## src/rtl/serial_adder_pkg.sv

```systemverilog
// Shared types and default sizing for the bit-serial adder sequencer.
package serial_adder_pkg;

  localparam int DEFAULT_WIDTH      = 8;
  localparam int DEFAULT_FA_LATENCY = 3;

  typedef enum logic [1:0] {
    IDLE  = 2'd0,
    ISSUE = 2'd1,
    WAIT  = 2'd2,
    DONE  = 2'd3
  } state_t;

endpackage : serial_adder_pkg

```

## src/rtl/serial_adder_timer.sv

```systemverilog
// Loadable down-counter: strobe is high in the LATENCY-th cycle after load.
module serial_adder_timer #(
  parameter int LATENCY = 3
) (
  input  logic clk,
  input  logic rst_n,
  input  logic load,
  output logic strobe
);

  localparam int CW = $clog2(LATENCY + 1);

  logic [CW-1:0] count;

  // NOTE: sequential state uses non-blocking assignments only, so every
  // flop samples its inputs from the same pre-edge snapshot.
  always_ff @(posedge clk or negedge rst_n) begin
    if (!rst_n) begin
      count <= '0;
    end else if (load) begin
      count <= CW'(LATENCY);
    end else if (count != '0) begin
      count <= count - 1'b1;
    end
  end

  assign strobe = (count == CW'(1));

endmodule : serial_adder_timer

```

## src/rtl/serial_adder_sequencer.sv

```systemverilog
// Drives an external multi-cycle 1-bit full adder LSB-first to add two words.
// Optional signed overflow flag enabled by defining SERIAL_ADDER_OVERFLOW_EN.
module serial_adder_sequencer
  import serial_adder_pkg::*;
#(
  parameter int WIDTH      = DEFAULT_WIDTH,
  parameter int FA_LATENCY = DEFAULT_FA_LATENCY
) (
  input  logic             clk,
  input  logic             rst_n,
  input  logic             in_valid,
  output logic             in_ready,
  input  logic [WIDTH-1:0] op_a,
  input  logic [WIDTH-1:0] op_b,
  input  logic             cin_in,
  output logic             fa_a,
  output logic             fa_b,
  output logic             fa_cin,
  input  logic             fa_sum,
  input  logic             fa_cout,
  output logic             out_valid,
  input  logic             out_ready,
  output logic [WIDTH-1:0] result,
  output logic             cout_out,
  output logic             overflow
);

  localparam int IW = (WIDTH > 1) ? $clog2(WIDTH) : 1;

  state_t           state;
  logic [WIDTH-1:0] a_q;
  logic [WIDTH-1:0] b_q;
  logic             carry;
  logic [IW-1:0]    idx;
  logic [IW-1:0]    next_idx;
  logic             sample;
  logic             last_bit;
  logic             sample_now;

  assign next_idx   = idx + 1'b1;
  assign last_bit   = (idx == IW'(WIDTH - 1));
  assign sample_now = (state == WAIT) && sample;

  serial_adder_timer #(
    .LATENCY (FA_LATENCY)
  ) u_timer (
    .clk    (clk),
    .rst_n  (rst_n),
    .load   (state == ISSUE),
    .strobe (sample)
  );

  always_ff @(posedge clk or negedge rst_n) begin
    if (!rst_n) begin
      state    <= IDLE;
      a_q      <= '0;
      b_q      <= '0;
      carry    <= 1'b0;
      idx      <= '0;
      result   <= '0;
      cout_out <= 1'b0;
      fa_a     <= 1'b0;
      fa_b     <= 1'b0;
      fa_cin   <= 1'b0;
    end else begin
      // The adder drive is a one-cycle pulse, loaded on the edge entering ISSUE.
      fa_a   <= 1'b0;
      fa_b   <= 1'b0;
      fa_cin <= 1'b0;
      case (state)
        IDLE: begin
          if (in_valid) begin
            a_q    <= op_a;
            b_q    <= op_b;
            carry  <= cin_in;
            idx    <= '0;
            fa_a   <= op_a[0];
            fa_b   <= op_b[0];
            fa_cin <= cin_in;
            state  <= ISSUE;
          end
        end
        ISSUE: state <= WAIT;
        WAIT: begin
          if (sample) begin
            result[idx] <= fa_sum;
            carry       <= fa_cout;
            if (last_bit) begin
              cout_out <= fa_cout;
              state    <= DONE;
            end else begin
              idx    <= next_idx;
              fa_a   <= a_q[next_idx];
              fa_b   <= b_q[next_idx];
              fa_cin <= fa_cout;
              state  <= ISSUE;
            end
          end
        end
        DONE: begin
          if (out_ready) state <= IDLE;
        end
        default: state <= IDLE;
      endcase
    end
  end

  assign in_ready  = (state == IDLE);
  assign out_valid = (state == DONE);

`ifdef SERIAL_ADDER_OVERFLOW_EN
  logic overflow_q;

  // carry still holds the carry into the MSB when the MSB result is sampled.
  always_ff @(posedge clk or negedge rst_n) begin
    if (!rst_n) begin
      overflow_q <= 1'b0;
    end else if (sample_now && last_bit) begin
      overflow_q <= carry ^ fa_cout;
    end
  end

  assign overflow = overflow_q;
`else
  assign overflow = 1'b0;
`endif

endmodule : serial_adder_sequencer

```

## config.mk

```make
export PLATFORM = sky130hd
export DESIGN_NAME = serial_adder_sequencer
export DESIGN_NICKNAME = d
export VERILOG_FILES = /design/src/rtl/serial_adder_pkg.sv /design/src/rtl/serial_adder_timer.sv /design/src/rtl/serial_adder_sequencer.sv
export SDC_FILE = /design/constraint.sdc
export NUM_CORES = 1
export LEC_CHECK = 0
export ABC_AREA = 1
export BUFFER_PORTS_ARGS = -buffer_cell sky130_fd_sc_hd__buf_2
export CORE_MARGIN = 5
export CORE_UTILIZATION = 40
export DETAILED_ROUTE_END_ITERATION = 10
export PLACE_DENSITY_LB_ADDON = 0.25
export RECOVER_POWER = 100
export SLEW_MARGIN = 20
export SYNTH_ARGS = -nofsm -noshare
export SYNTH_HDL_FRONTEND = slang
export SYNTH_SLANG_ARGS = --single-unit
```

## constraint.sdc

```tcl
create_clock -name clk -period 3 [get_ports clk]
set_input_delay 0.15 -clock clk [delete_from_list [all_inputs] [get_ports clk]]
set_output_delay 0.15 -clock clk [all_outputs]
set_load 0.01 [all_outputs]
```

# == After elaboration in Yosys (flattened, before gate mapping) ==
# Cells that the tools add are included.
# op_classes
n_addsub,2
magnitude_cmp,3
n_eq_ne,9
n_mux,30
reduce_logical,10
# op_table
op,count
1-bit two-way mux,12
2-bit two-way mux,6
3-bit two-way mux,3
8-bit bitwise mux,1
"3-bit by 4-bit less-than comparator with 1-bit output, second input constant",2
2-bit case mux with 4 select lines,1
1-bit binary-select mux with 3-bit select,2
"2-bit != test, second input constant",3
1-bit case mux with 2 select lines,3
3-bit case mux with 2 select lines,1
3-bit AND reduction,2
2-bit nonzero test,3
"2-bit by 1-bit == test with 1-bit output, second input constant",2
"2-bit == test, second input constant",2
2-bit AND reduction,2
4-bit AND reduction,1
"3-bit by 1-bit adder with 3-bit output, second input constant",1
1-bit demux with 3-bit select,1
"3-bit == test, second input constant",1
"3-bit by 1-bit >= comparator with 1-bit output, second input constant",1
2-bit logical NOT,1
"2-bit by 1-bit != test with 1-bit output, second input constant",1
"2-bit by 1-bit subtractor with 2-bit output, second input constant",1
1-bit logical AND,1
# totals
regBits,35
wordCells,64

# == Logic depth before layout (Yosys ltp) ==
# logic_depth
word_depth,6
mapped_depth,8
ltp_nobuf,8

# == Cells and area by module ==
# A second synthesis with hierarchy kept.
# hier_totals
hier_cells,211
area_unflattened_um2,1710.4
# by_module_without_submodules
module,n_inst,cells_per_inst,area_each_um2
serial_adder_sequencer,1,196,1591.5
serial_adder_timer,1,15,118.9

# == Worst setup path before layout ==
# Ideal clock, no wire load.
# synth_timing
path_kind,flip-flop to flip-flop
from,register idx[0]
to,register idx[1]
setup_time_ps,128
arrival_ps,1182
slack_ps,1689
path_stages_with_launch,7
path_buffers,0
path_cell_list,dfrtp_1 > ha_1 > ha_1 > inv_1 > o21ai_0 > nor2_1 > o22ai_1
# synth_via
elab_chain_cells,4
elab_cells_between_ends,7
cone_classes,add/sub (1); eq/ne (2); mux (3); reduce/logical (1)
# synth_lines
item,line,text
start: declaration,serial_adder_sequencer.sv:34,logic [IW-1:0] idx;
start signal: assignment,serial_adder_sequencer.sv:92,idx <= next_idx;
3-bit by 1-bit adder with 3-bit output,serial_adder_sequencer.sv:40,assign next_idx = idx + 1'b1;
3-bit two-way mux,serial_adder_sequencer.sv:88,if (last_bit) begin
3-bit two-way mux,serial_adder_sequencer.sv:85,if (sample) begin
3-bit case mux with 2 select lines,serial_adder_sequencer.sv:70,case (state)
# Several ways; a longest one is shown, not always the timed one. The select of a mux whose other input is x is not followed.
# A chain may end at the register's enable or synchronous reset.

# == Final worst setup path ==
# layout_timing
from,register state[1]
to,register a_q[0]
# layout_via
elab_chain_cells,2
# layout_lines
item,line,text
start: declaration,serial_adder_sequencer.sv:30,state_t state;
start signal: assignment,serial_adder_sequencer.sv:55,state <= IDLE;
start signal: assignment,serial_adder_sequencer.sv:80,state <= ISSUE;
start signal: assignment,serial_adder_sequencer.sv:83,ISSUE: state <= WAIT;
2-bit logical NOT,serial_adder_sequencer.sv:70,
2-bit AND reduction (no line),--,
end signal: assignment,serial_adder_sequencer.sv:73,a_q <= op_a;
end: declaration,serial_adder_sequencer.sv:31,logic [WIDTH-1:0] a_q;
# Every way passes these cells.

==> run metrics <==
H-tree depth 2; vias in the first global route 1337; Final GP Congestion 0.923; wire length per cell 11.4 um; Pre-antenna DRT Iters 4; yosys synthesis warning count 0; clock slew at reported path FFs 0.06 ns; fmax 592 MHz; layout cell share with drive strength beyond 1 13.4%; final worst slack 1.31 ns; port bufs 36; DRT iter0 DRCs 60; Total Routing Usage GR 13.8%; net count after synthesis 236; reg2reg path depth 5; core area 0.00403 mm^2; syn avg cell area 8.06 um^2; vias per cell 4.58; Die H 74.9 um; area of the multi-input gates 624 um^2; Synth area leaders dfrtp_1 52%, nand2_1 14%, inv_1 6.7%; RSZ-0062 raised after global routing false; setup TNS 0 ns; post-CTS sizing 0; Critical Path End Type register; grt ovf 0; hold_buf cts 1; Cells after Synth 209; Hold Crit Class primary input to register; Leak 0.982 nW; Synth area leader dfrtp_1; n_diodes 0; Die Area 0.00561 mm^2; post-synth top area share 52.0%; most frequent cells in the layout 62 x nand2_1, 35 x dfrtp_1, 32 x inv_1; Clock Latency Late Sink 0.28 ns; Post-CTS Setup Bufs 0; fillers 440; placed cell area 0.00190 mm^2; outcome complete, no violations; Worst EP arrival 1.88 ns; VDD IR-drop max 259 uV; CP startpoint kind register; actual slew at the worst max-slew pin 0.763 ns; post-synthesis sequential area ratio 52.0%; dpl hpwl 2.51 mm; register area 876 um^2; Setup Crit Path Kind register to register; final std cell area, no fill 0.00194 mm^2; final WL 3.40 mm; first-pass GRT wire length 5.74 mm; via count 1361; Final ANT Viol Nets 0; #FFs+latches synth 35; fin util 48.1%; CP max FO 31; fin nets 275; period utilisation layout 56.3%; area of the mapped netlist 0.00169 mm^2; Final Hold Vio Count 0; largest net degree at the start of global routing 36; DRC viols 0; area delta synth->final 14.9%; I/O pins 38; Max Slew Vio Count 0; CTS tree built; skew final 0.00397 ns; Initial Util 41.8%; Root Driver clkbuf_8; Cell Pwr Density 416 mW/mm^2; Core Rows 23; Yosys cell types 20; Crit path required time 3.19 ns; relative slew slack 49.1%; Hold Crit Depth 3; number of CTS-inserted buffers 5; Die W 74.9 um; Max-Cap Viols 0; setup violators final 0; Final min period 1.69 ns; Num Clock Sinks 35; Clock Path Buffers 2; commonest non-fill, non-tap cell in the layout nand2_1; antenna violations before repair 0; DP Worst Slack 1.35 ns
==> cells in the mapped netlist <==
| cell | number |
|---|---|
| conb_1 | 1 |
| o221ai_1 | 1 |
| dfrtp_1 | 35 |
| o21ai_0 | 14 |
| nor2_1 | 9 |
| o22ai_1 | 2 |
| buf_4 | 3 |
| nand2_2 | 2 |
| nor2_2 | 4 |
| nor2_4 | 1 |
| inv_2 | 4 |
| inv_1 | 30 |
| o21ai_1 | 16 |
| nor3_2 | 2 |
| a21boi_1 | 1 |
| nand3_1 | 14 |
| ha_1 | 4 |
| nand2_1 | 61 |
| buf_2 | 2 |
| a21oi_1 | 3 |
==> metrics by stage <==
step	instances	hold slack [ns]	power [mW]
finish	297	0.0591	0.805
global route	297	0.0626	0.839
CTS	297	0.0522	0.816
detailed placement	290	0.271	0.507
global placement	290	0.268	0.507
floorplan	209	-0.146	0.484
==> worst paths after layout <==
kind / start / endpoint / slack, ns
worst max-delay path: state[1]$_DFFE_PN0P_ / a_q[0]$_DFFE_PN0P_ / 1.31
worst min-delay path: op_a[1] / a_q[1]$_DFFE_PN0P_ / 0.06
worst max register to register: state[1]$_DFFE_PN0P_ / a_q[0]$_DFFE_PN0P_ / 1.31
worst min register to register: result[7]$_DFFE_PN0P_ / result[7]$_DFFE_PN0P_ / 0.49
max in group asynchronous: rst_n / a_q[2]$_DFFE_PN0P_ / 2.04
min in group asynchronous: rst_n / result[2]$_DFFE_PN0P_ / 0.47
==> critical path, stage by stage, from the launching register on <==
cell and delay, ns:
dfrtp_1 0.44, nor2_1 0.21, nand2_2 0.09, inv_1 0.56
nand2_1 0.16, o21ai_0 0.13
==> state kept, by name (all words and copies together) (netlist names) <==
signal,count
idx,3
fa_a,1
state,2
cout_out,1
result,8
u_timer.count,2
a_q,8
fa_cin,1
fa_b,1
b_q,8
==> per-layer routing <==
metal  track usage (%)  share of wire, %
met5                 0                 0
met4              5.93               1.8
met3              4.81               6.8
met2              21.9                45
met1              17.0                47
==> final cells by class <==
cell class / instances / share of cell area, %
Sequential cell: 35 / 45.2
Multi-Input combinational cell: 135 / 32.2
Timing Repair Buffer: 37 / 8.98
Inverter: 34 / 6.59
Clock buffer: 6 / 3.75
Tap cell: 50 / 3.23
==> cells by family after synthesis <==
group,share of synthesized area [%]
compound gates,11.5
buf+inv,9.50
simple gates,23.8
flops,52.0
fa+ha+maj,2.97
other cells,0.223
==> power breakdown <==
| part | internal (mW) | leakage [nW] | total (mW) | switching, mW |
|---|---|---|---|---|
| Clock | 0.154 | 0.0371 | 0.307 | 0.152 |
| Combinational | 0.0110 | 0.596 | 0.0259 | 0.0150 |
| Sequential | 0.472 | 0.348 | 0.472 | 0 |
| Total | 0.637 | 0.982 | 0.805 | 0.167 |
(Power assumes the default switching activity.)
